**src/rtl/pp_arbiter.sv**
```systemverilog
// ---------------------------------------------------------------------------
// pp_arbiter: round-robin share of one rounding/post-processing stage between
// FPU execution units, with a source-ID FIFO to tag results.  Rev 1.0
// ---------------------------------------------------------------------------
`default_nettype none

module pp_arbiter #(
  parameter int N_REQ      = 4,
  parameter int ID_W       = 2,
  parameter int FIFO_DEPTH = 2
) (
  input  logic                clk,
  input  logic                reset,
  input  logic                flush,
  input  logic [N_REQ-1:0]    req_valid,
  output logic [N_REQ-1:0]    req_ready,
  input  logic [N_REQ*43-1:0] req_op,
  output logic                pp_valid,
  input  logic                pp_ready,
  output logic [42:0]         pp_op,
  output logic                pp_flush,
  input  logic                pp_res_valid,
  output logic                pp_res_ready,
  output logic                rsp_valid,
  input  logic                rsp_ready,
  output logic [ID_W-1:0]     rsp_id,
  output logic                busy
);

  localparam int OP_W  = 43;
  localparam int RR_W  = $clog2(N_REQ);
  localparam int PTR_W = (FIFO_DEPTH > 1) ? $clog2(FIFO_DEPTH) : 1;
  localparam int CNT_W = $clog2(FIFO_DEPTH) + 1;

  logic              stage_valid_q, stage_valid_d;
  logic [OP_W-1:0]   stage_op_q, stage_op_d;
  logic [ID_W-1:0]   stage_id_q, stage_id_d;
  logic [RR_W-1:0]   ptr_q, ptr_d;
  logic [ID_W-1:0]   fifo_q [FIFO_DEPTH];
  logic [ID_W-1:0]   fifo_d [FIFO_DEPTH];
  logic [PTR_W-1:0]  rd_ptr_q, rd_ptr_d, wr_ptr_q, wr_ptr_d;
  logic [CNT_W-1:0]  count_q, count_d;

  logic              fire, load_en, found, push, pop;
  logic [RR_W-1:0]   winner;
  logic [RR_W:0]     scan;
  logic [OP_W-1:0]   win_op;

  assign pp_valid     = stage_valid_q && (count_q < CNT_W'(FIFO_DEPTH));
  assign fire         = pp_valid && pp_ready;
  assign load_en      = !stage_valid_q || fire;
  assign pp_op        = stage_op_q;
  assign pp_flush     = flush;
  assign rsp_valid    = pp_res_valid && (count_q != '0);
  assign pp_res_ready = rsp_ready;
  assign rsp_id       = fifo_q[rd_ptr_q];
  assign busy         = stage_valid_q || (count_q != '0);
  assign push         = fire;
  assign pop          = rsp_valid && rsp_ready;

  // Rotating priority scan starting at ptr_q, wrapping modulo N_REQ.
  always_comb begin
    found  = 1'b0;
    winner = '0;
    scan   = '0;
    for (int k = 0; k < N_REQ; k++) begin
      scan = {1'b0, ptr_q} + (RR_W+1)'(k);
      if (scan >= (RR_W+1)'(N_REQ)) begin
        scan = scan - (RR_W+1)'(N_REQ);
      end
      if (!found && req_valid[scan[RR_W-1:0]]) begin
        found  = 1'b1;
        winner = scan[RR_W-1:0];
      end
    end
  end

  always_comb begin
    win_op = '0;
    for (int i = 0; i < N_REQ; i++) begin
      if (winner == RR_W'(i)) begin
        win_op = req_op[i*OP_W +: OP_W];
      end
    end
  end

  // Grants are withheld during reset and flush so no handshake is lost.
  always_comb begin
    req_ready = '0;
    for (int i = 0; i < N_REQ; i++) begin
      req_ready[i] = load_en && found && (winner == RR_W'(i)) && req_valid[i]
                     && reset && !flush;
    end
  end

  always_comb begin
    stage_valid_d = stage_valid_q;
    stage_op_d    = stage_op_q;
    stage_id_d    = stage_id_q;
    ptr_d         = ptr_q;
    fifo_d        = fifo_q;
    rd_ptr_d      = rd_ptr_q;
    wr_ptr_d      = wr_ptr_q;
    count_d       = count_q;

    if (load_en) begin
      if (found) begin
        stage_valid_d = 1'b1;
        stage_op_d    = win_op;
        stage_id_d    = ID_W'(winner);
        ptr_d         = (winner == RR_W'(N_REQ-1)) ? '0 : winner + RR_W'(1);
      end else begin
        stage_valid_d = 1'b0;
      end
    end

    if (push) begin
      fifo_d[wr_ptr_q] = stage_id_q;
      wr_ptr_d = (wr_ptr_q == PTR_W'(FIFO_DEPTH-1)) ? '0 : wr_ptr_q + PTR_W'(1);
    end
    if (pop) begin
      rd_ptr_d = (rd_ptr_q == PTR_W'(FIFO_DEPTH-1)) ? '0 : rd_ptr_q + PTR_W'(1);
    end
    case ({push, pop})
      2'b10:   count_d = count_q + CNT_W'(1);
      2'b01:   count_d = count_q - CNT_W'(1);
      default: count_d = count_q;
    endcase

    if (flush) begin
      stage_valid_d = 1'b0;
      stage_op_d    = '0;
      stage_id_d    = '0;
      ptr_d         = '0;
      rd_ptr_d      = '0;
      wr_ptr_d      = '0;
      count_d       = '0;
      for (int i = 0; i < FIFO_DEPTH; i++) begin
        fifo_d[i] = '0;
      end
    end
  end

  always_ff @(posedge clk or negedge reset) begin
    if (!reset) begin
      stage_valid_q <= 1'b0;
      stage_op_q    <= '0;
      stage_id_q    <= '0;
      ptr_q         <= '0;
      rd_ptr_q      <= '0;
      wr_ptr_q      <= '0;
      count_q       <= '0;
      for (int i = 0; i < FIFO_DEPTH; i++) begin
        fifo_q[i] <= '0;
      end
    end else begin
      stage_valid_q <= stage_valid_d;
      stage_op_q    <= stage_op_d;
      stage_id_q    <= stage_id_d;
      ptr_q         <= ptr_d;
      rd_ptr_q      <= rd_ptr_d;
      wr_ptr_q      <= wr_ptr_d;
      count_q       <= count_d;
      for (int i = 0; i < FIFO_DEPTH; i++) begin
        fifo_q[i] <= fifo_d[i];
      end
    end
  end

endmodule

`default_nettype wire

```
**config.mk**
```make
export PLATFORM = sky130hd
export DESIGN_NAME = pp_arbiter
export DESIGN_NICKNAME = d
export VERILOG_FILES = /design/src/rtl/pp_arbiter.sv
export SDC_FILE = /design/constraint.sdc
export NUM_CORES = 1
export LEC_CHECK = 0
export BUFFER_PORTS_ARGS = -buffer_cell sky130_fd_sc_hd__buf_2
export CORE_MARGIN = 3
export CORE_UTILIZATION = 30
export CTS_BUF_LIST = sky130_fd_sc_hd__clkbuf_8
export CTS_CLUSTER_DIAMETER = 50
export DETAILED_ROUTE_END_ITERATION = 8
export HOLD_SLACK_MARGIN = 0.12
export PLACE_DENSITY_LB_ADDON = 0.05
export SLEW_MARGIN = 15
export SYNTH_ARGS = -nofsm -noshare
export SYNTH_HDL_FRONTEND = slang
export SYNTH_SLANG_ARGS = --single-unit
```
**constraint.sdc**
```tcl
create_clock -name clk -period 8.8 [get_ports clk]
set_input_delay 1.76 -clock clk [delete_from_list [all_inputs] [get_ports clk]]
set_output_delay 1.76 -clock clk [all_outputs]
set_load 0.005 [all_outputs]
```
==> reports/metrics.yaml, run 1 <==
worst_hold_path:
  hold_path.class: "flip-flop to flip-flop"
layout:
  diodes: 0
  regArea_sq_um: 1400
  layout-drive-gt1-share: 0.438
  post-route-util: 0.425
  multi_input_area_sq_um: 1970
  area_delta_synth_final_pct: 36.7
  final_net_count: 772
  fill_cells: 1179
clocking:
  numCtsBuffers: 5
  postCtsSetupBuffers: 0
  hold_buffers: 0
  ctsResizeCount: 0
  cts_tree: "yes"
  clock_sinks: 56
  path_clk_slew_ps: 100
  cts_root_buf: "clkbuf_8"
  cts.htree.levels: 2
  clk_latency_ps: 300
  clk_path_buf_depth: 2
power_and_ir_drop:
  fin_total_pwr_uw: 872
  clock_power_share: 0.258
  internal_power_uw: 596
  p_sw_uw: 276
  power_frac_comb: 0.378
  p_leak_uw: 0.00248
  p_per_area_nw_per_um2: 177
  swShare: 0.317
  pwr-share-seq: 0.364
  vdd_drop_max_mv: 0.0660
timing:
  final_hold_viol_count: 0
  post-route-period-util: 0.666
  max_slew.worst_pin.slew_ps: 1010
  rsz0062_at_grt: "false"
  fin_skew_ps: 10.6
  setup_viol: 0
  slew_headroom: 0.326
  holdWs_ps: 491
  final.min_clock_period_ps: 5860
  slew_viol_final: 0
  fmax_mhz: 171
  final.setup.tns_ps: 0
critical_path:
  worstPathArrival_ps: 4100
  required_ps: 7040
  startpoint: "req_valid[2]"
  worst-setup-path-type: "input port to output port"
  r2r_slack_ps: 5220
  critPathCapture: "req_ready[1]"
  reg2reg_to: "pp_op[6]"
  startpoint_type: "input port"
  rr_worst_depth: 8
  cp-end-kind: "output port"
  path_max_fanout: 46
  reg2reg_from: "ptr_q[1]"
synthesis:
  synth_cell_types: 35
  ys_seq_area_frac: 0.388
  post-synth-top-count-cell: "dfrtp_1"
  synth_top_area_share: 0.388
  syn-num-nets: 569
  syn_inst: 383
  synth_area_leader_cell: "dfrtp_1"
  synth_area_sq_um: 3610
  yosysWarnings: 0
  synth-edff-count: 0
  synth_ff_type: "dfrtp_1"
  synthArstFlopShare: 1.00
  synth.ff_latch_count: 56
  synth_common_cells: "dfrtp_1 (56), nand2_1 (49), a22o_1 (44), nor2b_1 (44)"
  syn_area_per_cell_sq_um: 9.43
  synth.area.top_cells: "dfrtp_1 (39%), a22o_1 (11%), a221oi_1 (10%)"
placed_design:
  place.gp.congestion: 0.789
  portBuffers: 235
  dp_hpwl_um: 8730
status:
  status: "finished, final reports clean"
routing:
  wire_per_inst_um: 16.3
  drt_pass1_iterations: 4
  num_vias: 3824
  drc: 0
  drtIter0Drc: 173
  via_per_inst: 5.24
  drt_wl_total_um: 11900
  antenna_left: 0
die:
  die_w_um: 116
  fp.dieH_um: 116
  rows: 39
  pin_count: 236
  coreArea_sq_um: 11600
  start_util: 0.311
  die-area_sq_um: 13400
global_routing:
  antenna_found_initial: 0
  grt_pass1_vias: 3781
  grtUsageTotal: 0.170
  grt_pass1_wl_um: 18500
  grt_max_degree: 87
  grt_overflow: 0
run:
  drv_cap: 0
==> per-stage QoR <==
step | setup slack (ps) | cell area [sq um] | instances
global route | 2730 | 4940 | 730
floorplan | 3470 | 3610 | 383
finish | 2940 | 4940 | 730
CTS | 2940 | 4940 | 730
global placement | 3020 | 4780 | 722
detailed placement | 2930 | 4780 | 722
==> power groups by stage <==
stage | Combinational (uW) | Clock (uW) | Sequential, uW
global route | 371 | 243 | 323
CTS | 339 | 233 | 317
floorplan | 209 | 0 | 323
detailed placement | 339 | 0 | 321
finish | 330 | 225 | 317
global placement | 336 | 0 | 322
==> cells by family (layout without fill, tap and decap cells) <==
| family | after synthesis | after routing | synth area share |
|---|---|---|---|
| AOI/OAI and AO/OA | 154 | 154 | 0.341 |
| and+or+nand+nor | 113 | 113 | 0.163 |
| DFF | 56 | 56 | 0.388 |
| buffers and inverters | 48 | 252 | 0.0720 |
| muxes | 5 | 5 | 0.0145 |
| adders and majority gates | 4 | 4 | 0.0139 |
| xor gates and xnor gates | 3 | 3 | 0.00727 |
==> worst max-delay path, cell delays in order <==
cell      delay (ps)
buf_2            130
mux2i_1          140
nor2_1            60
a311oi_1         610
ha_2             960
and4_1           310
buf_2            110
==> cell usage in the layout, fill, tap and decap left out, drive strengths merged <==
cell and n:
o21ai 5, nand3b 1, mux2 2, and4b 1, buf 239, or3 1
o211ai 1, dfrtp 56, and2 1, and4 4, xnor2 1, clkbuf 5
o21a 1, bufinv 3, a22oi 1, ha 4, inv 5, nand4b 1
nand2 49, or4 1, nand2b 2, xor2 2, a21oi 13, o31ai 42
mux2i 3, nor2b 44, nor2 8, o2bb2a 1, a221oi 42, o2bb2ai 3
a22o 44, a311oi 1
==> worst min-delay path by stage <==
| stage | startpoint | end | slack, ps | cells past startpoint |
|---|---|---|---|---|
| final | pp_op[41] | pp_op[41] | 490 | 1 |
| after floorplan | ptr_q[0] | ptr_q[0] | 480 | 1 |
| after CTS | pp_op[41] | pp_op[41] | 500 | 1 |
| after global routing | pp_op[41] | pp_op[41] | 510 | 1 |
| after detailed placement | pp_op[41] | pp_op[41] | 470 | 1 |
| after global placement | pp_op[20] | pp_op[20] | 480 | 1 |
==> area by class of cell <==
type | count | share of cell area
clock buffer | 5 | 0.0139
timing repair buffer | 239 | 0.244
clock inverter | 3 | 0.0182
inverter | 5 | 0.00380
sequential | 56 | 0.284
tap | 143 | 0.0362
multi-input combinational | 279 | 0.400
==> per-layer routing <==
metal | wire length [um] | vias to the layer above | global-route usage | share of wire
li1 | - | 1865 | - | -
met1 | 4960 | 1826 | 0.212 | 0.42
met2 | 6150 | 127 | 0.309 | 0.52
met3 | 686 | 6 | 0.0345 | 0.058
met4 | 96 | 0 | 0.0286 | 0.0081
met5 | 0 | - | 0 | 0
==> flip-flops by register name (all words and copies together), names as in the netlist <==
signal and cells:
wr_ptr_q 1, count_q 2, ptr_q 2, rd_ptr_q 1, stage_id_q 2, fifo_q 4
pp_op 43, stage_valid_q 1
No activity file was read; power rests on OpenSTA's default activity.
==> run 2, diff against run 1 <==
==> constraint.sdc (replaced) <==
create_clock -name clk -period 4.8 [get_ports clk]
set_input_delay 0.96 -clock clk [delete_from_list [all_inputs] [get_ports clk]]
set_output_delay 0.96 -clock clk [all_outputs]
set_load 0.005 [all_outputs]
==> reports/metrics.yaml, run 2 (synthesis gave the netlist of run 1 again) <==
status:
  status: "finished, final reports clean"  # unchanged
die:
  fp.dieH_um: 116  # unchanged
  coreArea_sq_um: 11600  # unchanged
  pin_count: 236  # unchanged
  start_util: 0.311  # unchanged
  die-area_sq_um: 13400  # unchanged
  die_w_um: 116  # unchanged
  rows: 39  # unchanged
clocking:
  clk_path_buf_depth: 2  # unchanged
  clk_latency_ps: 320  # was 300 ps
  numCtsBuffers: 5  # unchanged
  cts_root_buf: "clkbuf_8"  # unchanged
  ctsResizeCount: 0  # unchanged
  hold_buffers: 0  # unchanged
  path_clk_slew_ps: 100  # about the same
  cts.htree.levels: 2  # unchanged
  cts_tree: "yes"  # unchanged
  postCtsSetupBuffers: 0  # unchanged
  clock_sinks: 56  # unchanged
timing:
  final.setup.tns_ps: 0  # unchanged
  fmax_mhz: 263
  post-route-period-util: 0.793
  slew_headroom: 0.448  # was 0.326
  max_slew.worst_pin.slew_ps: 828  # was 1010 ps
  rsz0062_at_grt: "false"  # unchanged
  final.min_clock_period_ps: 3800
  fin_skew_ps: 14.0  # was 10.6 ps
  slew_viol_final: 0  # unchanged
  setup_viol: 0  # unchanged
  fin_ws_ps: 995  # was 2940 ps
  final_hold_viol_count: 0  # unchanged
critical_path:
  startpoint: "req_valid[0]"  # was req_valid[2]
  path_max_fanout: 17  # was 46
  worstPathArrival_ps: 2840  # was 4100 ps
  worst-setup-path-type: "input port to output port"  # unchanged
  reg2reg_from: "ptr_q[1]"  # unchanged
  required_ps: 3840  # was 7040 ps
  startpoint_type: "input port"  # unchanged
  cp-end-kind: "output port"  # unchanged
placed_design:
  dp_hpwl_um: 9230  # was 8730 um
  portBuffers: 235  # unchanged
  place.gp.congestion: 0.832  # was 0.789
  preCtsSetupSlack_ps: 995  # was 2930 ps
global_routing:
  grt_pass1_wl_um: 19200  # was 18500 um
  grtUsageTotal: 0.181  # was 0.170
  grt_overflow: 0  # unchanged
  grt_pass1_vias: 3859  # was 3781
  antenna_found_initial: 0  # unchanged
  grt_max_degree: 87  # unchanged
power_and_ir_drop:
  vdd_drop_max_mv: 0.148  # was 0.0660 mV
  p_leak_uw: 0.00247  # was 0.00248 uW
  p_per_area_nw_per_um2: 308  # was 177 nW/um^2
routing:
  antenna_left: 0  # unchanged
  via_per_inst: 5.34  # was 5.24
  drc: 0  # unchanged
  wire_per_inst_um: 17.2  # was 16.3 um
  drt_wl_total_um: 12600  # was 11900 um
  num_vias: 3906  # was 3824
  drtIter0Drc: 182  # was 173
  drt_pass1_iterations: 5  # was 4
worst_hold_path:
  hold_path.class: "flip-flop to flip-flop"  # unchanged
  hold_start: "pp_op[40]"  # was pp_op[41]
layout:
  layout_commonest_cell: "buf_2"  # unchanged
  diodes: 0  # unchanged
  layout_common_cells: "buf_2 (235), dfrtp_1 (56), nand2_1 (49)"  # unchanged
  area_delta_synth_final_pct: 35.7  # was 36.7%
  largest_register_ffs: 43  # unchanged
  layout-drive-gt1-share: 0.438  # about the same
  final_net_count: 774  # was 772
run:
  drv_cap: 0  # unchanged
## run 2: cell types whose count changed in the layout (fill, tap and decap cells not counted), sizes merged
cell and change:
buf +2, bufinv -2, clkinv +1, inv +1
## run 2: where the power goes
part           internal, uW  switching [uW]
Clock                   153             159
Combinational           297             318
Sequential              540            42.8
## run 2: per-layer routing
layer / share of wire / wire length [um] / vias to the layer above / GRT usage
met3: 0.061 / 774 / 16 / 0.0381
met5: 0 / 0 / - / 0
li1: - / - / 1871 / -
met2: 0.51 / 6440 / 152 / 0.314
met4: 0.013 / 166 / 0 / 0.0510
met1: 0.41 / 5220 / 1867 / 0.228
## run 2: cell type report
cell class	instances	area, sq um
fill	1204	6710
multi-input combinational	279	1970
sequential	56	1400
clock buffer	5	68.8
tap	143	179
clock inverter	3	38.8
timing repair buffer	241	1220
inverter	5	18.8
## run 2: critical path, cell delays in order
cell      delay [ps]
buf_2            130
mux2i_1          150
nor2_1            60
a311oi_1         580
ha_2             590
and4_1           260
buf_2            110
## run 2: path summary, 6_finish.rpt
| path | slack (ps) | to | cells after the start |
|---|---|---|---|
| setup / recovery | 1000 | req_ready[1] | 7 |
| hold / removal | 510 | pp_op[40] | 1 |
| setup reg to reg | 1640 | pp_op[22] | 9 |
| hold reg to reg | 510 | pp_op[40] | 1 |
| max in group asynchronous | 3240 | pp_op[35] | 2 |
| min in group asynchronous | 700 | count_q[1] | 1 |
## run 2: metrics by stage
step	power (uW)	hold slack [ps]	util	cells	instance area (sq um)
after floorplan	975	478	-	383	3610
after global placement	1210	484	0.413	724	4790
after detailed placement	1220	479	0.413	724	4790
after CTS	1540	508	0.422	732	4900
after global routing	1620	520	0.422	732	4900
final	1510	507	0.422	732	4900
==> run 3, diff against run 2 <==
==> constraint.sdc (replaced) <==
create_clock -name clk -period 3.4 [get_ports clk]
set_input_delay 0.68 -clock clk [delete_from_list [all_inputs] [get_ports clk]]
set_output_delay 0.68 -clock clk [all_outputs]
set_load 0.005 [all_outputs]
==> reports/metrics.yaml, run 3 (synthesis gave the netlist of run 1 again) <==
clocking:
  clock_sinks: 56  # unchanged
  clk_latency_ps: 310  # was 320 ps
  cts.htree.levels: 2  # unchanged
  path_clk_slew_ps: 110  # was 100 ps
  cts_root_buf: "clkbuf_8"  # unchanged
  numCtsBuffers: 5  # unchanged
  cts_tree: "yes"  # unchanged
  clk_path_buf_depth: 2  # unchanged
  ctsResizeCount: 0  # unchanged
  postCtsSetupBuffers: 0  # unchanged
  hold_buffers: 0  # unchanged
timing:
  fin_skew_ps: 10.7  # was 14.0 ps
  final_hold_viol_count: 0  # unchanged
  slew_headroom: 0.288  # was 0.448
  fmax_mhz: 328
  setup_viol: 0  # unchanged
  slew_viol_final: 0  # unchanged
  post-route-period-util: 0.896
  rsz0062_at_grt: "false"  # unchanged
  final.min_clock_period_ps: 3050
  fin_ws_ps: 354  # was 995 ps
  holdWs_ps: 347  # was 507 ps
  final.setup.tns_ps: 0  # unchanged
  max_slew.worst_pin.slew_ps: 1070  # was 828 ps
placed_design:
  portBuffers: 235  # unchanged
  dp_hpwl_um: 9250  # was 9230 um
  preCtsSetupSlack_ps: 80.5  # was 995 ps
  place_area_sq_um: 4810  # was 4790 sq um
  place.gp.congestion: 0.804  # was 0.832
global_routing:
  grt_pass1_vias: 3910  # was 3859
  grt_pass1_wl_um: 19600  # was 19200 um
  grtUsageTotal: 0.183  # was 0.181
  antenna_found_initial: 0  # unchanged
  grt_overflow: 0  # unchanged
  grt_max_degree: 48  # was 87
layout:
  layout-drive-gt1-share: 0.442  # was 0.438
  largest_register_ffs: 43  # unchanged
  diodes: 0  # unchanged
  final_net_count: 776  # was 774
  post-route-util: 0.424  # was 0.422
  layout_common_cells: "buf_2 (235), dfrtp_1 (56), nand2_1 (49)"  # unchanged
  layout_commonest_cell: "buf_2"  # unchanged
  stdcell_area_sq_um: 4920  # was 4900 sq um
  area_delta_synth_final_pct: 36.3  # was 35.7%
critical_path:
  critPathBufInv: 3  # was 2
  worstPathCellList: "mux2i_1 -> nor2_1 -> a311oi_1 -> buf_4 -> ha_2 -> buf_6 -> and4_1 -> buf_2"  # was buf_2 -> mux2i_1 -> nor2_1 -> a311oi_1 -> ha_2 -> and4_1 -> buf_2
  worstPathArrival_ps: 2370  # was 2840 ps
  startpoint: "ptr_q[1]"  # was req_valid[0]
  path_depth: 8  # was 7
  reg2reg_from: "ptr_q[1]"  # unchanged
  required_ps: 2720  # was 3840 ps
  worst-setup-path-type: "flip-flop to output port"  # was input port to output port
  path_max_fanout: 45  # was 17
  rr_worst_depth: 9  # unchanged
  cp-end-kind: "output port"  # unchanged
  cp_top_family: "buffers and inverters"  # was adder cells
  crit_path_top_delay_cell: "dfrtp_1"  # was ha_2
  slowest_delay_ps: 470  # was 590 ps
  startpoint_type: "flip-flop"  # was input port
routing:
  drt_wl_total_um: 12600  # about the same
  antenna_left: 0  # unchanged
  wire_per_inst_um: 17.1  # was 17.2 um
  drc: 0  # unchanged
  via_per_inst: 5.28  # was 5.34
  drtIter0Drc: 173  # was 182
  drt_pass1_iterations: 4  # was 5
  num_vias: 3873  # was 3906
die:
  rows: 39  # unchanged
  die_w_um: 116  # unchanged
  die-area_sq_um: 13400  # unchanged
  start_util: 0.311  # unchanged
  coreArea_sq_um: 11600  # unchanged
  pin_count: 236  # unchanged
  fp.dieH_um: 116  # unchanged
run:
  drv_cap: 0  # unchanged
worst_hold_path:
  hold_path.class: "input port to asynchronous set/reset pin"  # was flip-flop to flip-flop
power_and_ir_drop:
  p_leak_uw: 0.00247  # about the same
  vdd_drop_max_mv: 0.189  # was 0.148 mV
  p_per_area_nw_per_um2: 433  # was 308 nW/um^2
status:
  status: "finished, final reports clean"  # unchanged
-- run 3: changes by cell type in the layout (fill, tap and decap cells not counted), sizes merged --
cell	before	now
buf	241	243
clkinvlp	0	1
inv	6	5
-- run 3: worst reg2reg max path, stage by stage, from the launching register on --
cell      delay [ps]
dfrtp_1          470
a21oi_1          100
o21ai_0          150
o2bb2a_1         280
inv_1            110
ha_1             180
nor2b_4          870
a221oi_1         200
o31ai_1          350
a22o_1           170
-- run 3: cell type report --
cell class                      instances  area [sq um]
Sequential cell                        56          1400
Fill cell                            1217          6690
Clock inverter                          3          42.5
Tap cell                              143           179
Clock buffer                            5          68.8
Timing Repair Buffer                  243          1240
Multi-Input combinational cell        279          1970
Inverter                                5          18.8
-- run 3: per-stage QoR --
step	total power [uW]	instances
2_1_floorplan	1380	383
3_3_place_gp	1710	726
3_5_place_dp	1720	726
4_1_cts	2170	734
5_1_grt	2300	734
6_report	2130	734
-- run 3: routing by layer --
metal,GRT usage,wire [um],part of all wire
met4,0.0387,151,0.012
met5,0,0,0
met1,0.229,5220,0.41
met2,0.327,6480,0.52
met3,0.0355,722,0.057
-- run 3: final timing paths --
| path | slack [ps] | to |
|---|---|---|
| worst min-delay path | 350 | stage_valid_q |
| min in group clk | 500 | pp_op[41] |
| worst min register to register | 500 | pp_op[41] |
| worst max-delay path | 350 | req_ready[1] |
| worst max register to register | 470 | pp_op[37] |
| max in group asynchronous | 2160 | pp_op[18] |
-- run 3: power by group --
part / internal (uW) / switching, uW / total (uW)
combinational: 422 / 446 / 868
sequential: 762 / 63.4 / 825
clock: 218 / 219 / 437
